--- src/rtl/mem_port_arbiter.sv ---
// mem_port_arbiter: shares one single-ported, one-cycle-latency memory between
// instruction fetch and the data stage. Data wins by default; a starvation
// counter forces a fetch grant after MAX_WAIT consecutive denied fetch cycles.
module mem_port_arbiter #(
  parameter int AW       = 16,
  parameter int DW       = 16,
  parameter int MAX_WAIT = 4
) (
  input  logic          clk,
  input  logic          rst,
  input  logic          if_req,
  input  logic [AW-1:0] if_addr,
  output logic          if_gnt,
  output logic          if_valid,
  output logic [DW-1:0] if_data,
  input  logic          d_req,
  input  logic          d_wen,
  input  logic [AW-1:0] d_addr,
  input  logic [DW-1:0] d_wdata,
  output logic          d_gnt,
  output logic          d_valid,
  output logic [DW-1:0] d_rdata,
  output logic          mem_wen,
  output logic [AW-1:0] mem_addr,
  output logic [DW-1:0] mem_wdata,
  input  logic [DW-1:0] mem_rdata,
  output logic          stall_if,
  output logic [15:0]   stall_cnt
);

  typedef enum logic [1:0] {
    NONE,
    RET_IF,
    RET_DR,
    RET_DW
  } ret_t;

  localparam logic [3:0] MAX_W = 4'(MAX_WAIT);

  ret_t       ret;
  logic [3:0] wait_cnt;
  logic       fetch_pri;

  // Grant decision and memory port mux; idle cycles read if_addr harmlessly
  always_comb begin
    fetch_pri = (wait_cnt == MAX_W);
    d_gnt     = d_req & ~(fetch_pri & if_req);
    if_gnt    = if_req & ~d_gnt;
    stall_if  = if_req & ~if_gnt;
    if (d_gnt) begin
      mem_addr  = d_addr;
      mem_wen   = d_wen;
      mem_wdata = d_wdata;
    end else begin
      mem_addr  = if_addr;
      mem_wen   = 1'b0;
      mem_wdata = '0;
    end
  end

  // Return tracking, fetch starvation counter and saturating stall counter
  always_ff @(posedge clk) begin
    if (rst) begin
      ret       <= NONE;
      wait_cnt  <= '0;
      stall_cnt <= '0;
    end else begin
      if (if_gnt)
        ret <= RET_IF;
      else if (d_gnt && !d_wen)
        ret <= RET_DR;
      else if (d_gnt && d_wen)
        ret <= RET_DW;
      else
        ret <= NONE;

      if (if_gnt || !if_req)
        wait_cnt <= '0;
      else if (wait_cnt != MAX_W)
        wait_cnt <= wait_cnt + 4'd1;

      if (stall_if && (stall_cnt != '1))
        stall_cnt <= stall_cnt + 16'd1;
    end
  end

  // Response routing; reset masks a response still in flight from the prior grant
  always_comb begin
    if_valid = (ret == RET_IF) & ~rst;
    d_valid  = ((ret == RET_DR) | (ret == RET_DW)) & ~rst;
    if_data  = ((ret == RET_IF) && !rst) ? mem_rdata : '0;
    d_rdata  = ((ret == RET_DR) && !rst) ? mem_rdata : '0;
  end

endmodule

--- config.mk ---
export PLATFORM = sky130hd
export DESIGN_NAME = mem_port_arbiter
export DESIGN_NICKNAME = d
export VERILOG_FILES = /design/src/rtl/mem_port_arbiter.sv
export SDC_FILE = /design/constraint.sdc
export NUM_CORES = 1
export LEC_CHECK = 0
export CORE_MARGIN = 8
export CORE_UTILIZATION = 32
export CTS_BUF_LIST = sky130_fd_sc_hd__clkbuf_16
export DETAILED_ROUTE_END_ITERATION = 12
export PLACE_DENSITY = 0.91
export SYNTH_ARGS = -nofsm -noshare
export SYNTH_HDL_FRONTEND = slang
export SYNTH_SLANG_ARGS = --single-unit
--- constraint.sdc ---
create_clock -name clk -period 2.6 [get_ports clk]
set_input_delay 0.39 -clock clk [delete_from_list [all_inputs] [get_ports clk]]
set_output_delay 0.39 -clock clk [all_outputs]
set_load 0.01 [all_outputs]
==> impl_results.md <==
* Outcome: finished, final reports clean
* Final period util at 99.48%
* Most frequent cells in the layout: clkdlybuf4s50_1, and2_1, dfxtp_1
* Commonest non-fill, non-tap cell in the layout: clkdlybuf4s50_1
* Nets at 442
* RSZ-0062 raised after global routing: true
* Clock Skews at 0.002530 ns
* Deepest clock path buffer count at 2
* Leading register cell type out of synthesis: dfxtp_1
* Post-DRT Antenna Nets at 0
* # IOs at 155
* Minimum clock period at 2.587 ns
* Yosys warning count at 0
* GR Util All Layers at 18.26%
* Avg Vias per Cell at 4.939
* Die area at 8035 sq um
* Global-route wire length before repair at 11290 um
* Area post-placement at 3385 sq um
* Power Total at 1.101 mW
* Cts bufs inserted at 3
* Count of final setup violators at 0
* R2R Setup Slk at 0.46 ns
* Clock sinks at 22
* FFs w/ async S/R, synth at 0%
* CTS tree: done
* Crit Path Max Fanout at 9
* Slew headroom at 49.41%
* Hold buffers post-CTS at 0
* Most used cell, CP: buf_4
* Total number of vias at 2178
* Average wire per standard cell at 17.95 um
* Row cnt at 27
* GR Overflow Total at 0
* Crit. End Element: output port
* Layout area overhead at 102.5%
* CP required at 2.21 ns
* Share of layout cells above drive strength 1 at 17.89%
* Post-Synthesis Cells at 205
* Worst vdd ir at 269.5 uV
* Total Routed Length at 7916 um
* Slowest library cell on the worst path: dfxtp_2
* Fin. max-slew vios at 0
* Yosys top cell area share at 25.38%
* Worst-skew pair later-pin latency at 0.26 ns
* CTS H-tree depth at 1
* Critical path class: flip-flop to output port
* Top delay family on crit path: buffers and inverters
* Final Non-Filler Cells at 441
* Die width at 89.64 um
* Worst hold path type: flip-flop to flip-flop
* Mean Syn Cell Area at 8.465 sq um
* Die H at 89.64 um
* Crit path launch type: flip-flop
* Final Hold Fails at 0
* Area contributors post-synth: dfxtp_1, and2_1, mux2_2
* Initial DRT Pass Iterations at 4
* Multi-input logic area at 1225 sq um
* Gpl congestion at 0.8136
* Post-synthesis cell area at 1735 sq um
* Crit-path cells: inv_1 -> ha_2 -> and3b_2 -> a21boi_4 -> buf_4 -> buf_6 -> buf_16 -> buf_4 -> mux2_2 -> clkbuf_2
* Initial Utilization at 32.31%
* Design Area, Final at 3513 sq um
* Net Count, Synth at 277
* CTS root buf: clkbuf_16
* Flops & latches, synth at 22
* Number of remaining DRC errors at 0
* Number of antenna violations at the first check in global routing at 0
* Placed Instances at 429
* Number of diodes at 0
* Core Box Area at 5371 sq um
* Register Area at 442.9 sq um
* Worst slew pin tran at 0.7532 ns
* EDFF count, synth at 0
* Arrival @ worst endpoint at 2.20 ns
* Clock transition at path regs at 0.06 ns
* Slowest stage delay, CP at 0.34 ns
* Area leader, netlist: dfxtp_1
* Largest net degree at the start of global routing at 19
* Max Cap Viol at 0
* Distinct cell type count after synthesis at 41
* Number of global-route vias before repair at 2231
* Static leakage at 1.429 nW
* Initial DRC count at 94
* WP buf/inv at 6
* Pwr/cell area at 313.3 nW/um^2
* Detailed Place HPWL at 6399 um
* PortBufs at 154
* Fillers at 431
* Max Clk Rate at 0.3866 GHz
* Final setup TNS at 0 ns
* Sequential share of the synthesized area at 25.38%
[power by group]
part	switching, mW	total (mW)	leakage (nW)	internal [mW]
Combinational	0.114	0.320	1.20	0.206
Clock	0.129	0.435	0.0511	0.306
Sequential	0.00401	0.345	0.179	0.341
Total	0.247	1.10	1.43	0.854
[state kept, by name (all words and copies together) (netlist names)]
name and flops:
stall_cnt 16, wait_cnt 4, ret 2
[cell families (layout without fill, tap and decap cells)]
family	after synthesis	count (layout)	synth area share, %
DFF	22	22	25.38
adders and majority gates	3	3	2.163
and+or+nand+nor	111	111	42.39
buffers and inverters	15	179	4.254
muxes	18	18	11.61
xor gates and xnor gates	2	2	1.010
AOI/OAI and AO/OA	34	34	13.19
[Yosys cell counts (2+ instances only)]
| cell type | n |
|---|---|
| and4_1 | 3 |
| or4_1 | 7 |
| nand2_1 | 11 |
| o21a_1 | 2 |
| nor3_1 | 3 |
| o31ai_1 | 8 |
| dfxtp_1 | 22 |
| clkbuf_1 | 5 |
| ha_1 | 3 |
| nand3_2 | 2 |
| nor2_1 | 5 |
| buf_2 | 2 |
| or3_1 | 2 |
| a21oi_1 | 15 |
| nand4_1 | 2 |
| nand3_1 | 10 |
| mux2_2 | 16 |
| o21ai_1 | 3 |
| inv_1 | 5 |
| and3_1 | 2 |
| nand4_2 | 2 |
| nor2b_1 | 4 |
| buf_4 | 2 |
| xnor2_1 | 2 |
| and2_1 | 50 |
| nor4_4 | 2 |
[timing repair]
| action | CTS | global route |
|---|---|---|
| resized for setup | 40 | 33 |
| endpoints found under the hold margin | 0 | 0 |
| cloned | 2 | 0 |
| setup buffers | 3 | 3 |
| pin swaps | 1 | 0 |
| setup endpoints to repair | 33 | 19 |
[metrics by stage]
stage	util, %	hold WS [ns]	worst slack, ns
2_1_floorplan	-	0.4618	0.4425
4_1_cts	65.99	0.4953	-0.03724
3_5_place_dp	63.01	0.5119	0.05036
6_report	65.41	0.4885	0.01340
5_1_grt	65.41	0.5196	-0.05918
3_3_place_gp	63.01	0.4773	0.09521
[worst min-delay path: stages (launching register included)]
cell	delay (ns)
dfxtp_2	0.34
nand2_1	0.06
a21oi_1	0.05
[path summary, 6_finish.rpt]
| kind | from | endpoint | cells after the start |
|---|---|---|---|
| max | wait_cnt[0] | mem_addr[4] | 10 |
| min | wait_cnt[1] | wait_cnt[1] | 2 |
| min reg2reg | wait_cnt[1] | wait_cnt[1] | 2 |
| max reg2reg | stall_cnt[0] | stall_cnt[7] | 5 |
[layer usage]
layer,vias to the layer above,global-route usage [%],wire length [um]
met5,-,0,0
met4,0,6.495,195
li1,1069,-,-
met3,15,5.914,619
met1,1015,19.20,2812
met2,79,33.09,4289
[area by class of cell]
class                      instances  area share, %
clock buffer                       3          2.137
clock inverter                     1         0.8547
inverter                           5         0.5342
multi-input combinational        168          34.86
sequential                        22          12.61
tap                               72          2.564
timing repair buffer             170          46.44
Note: power is estimated with default switching activity, not from simulation.
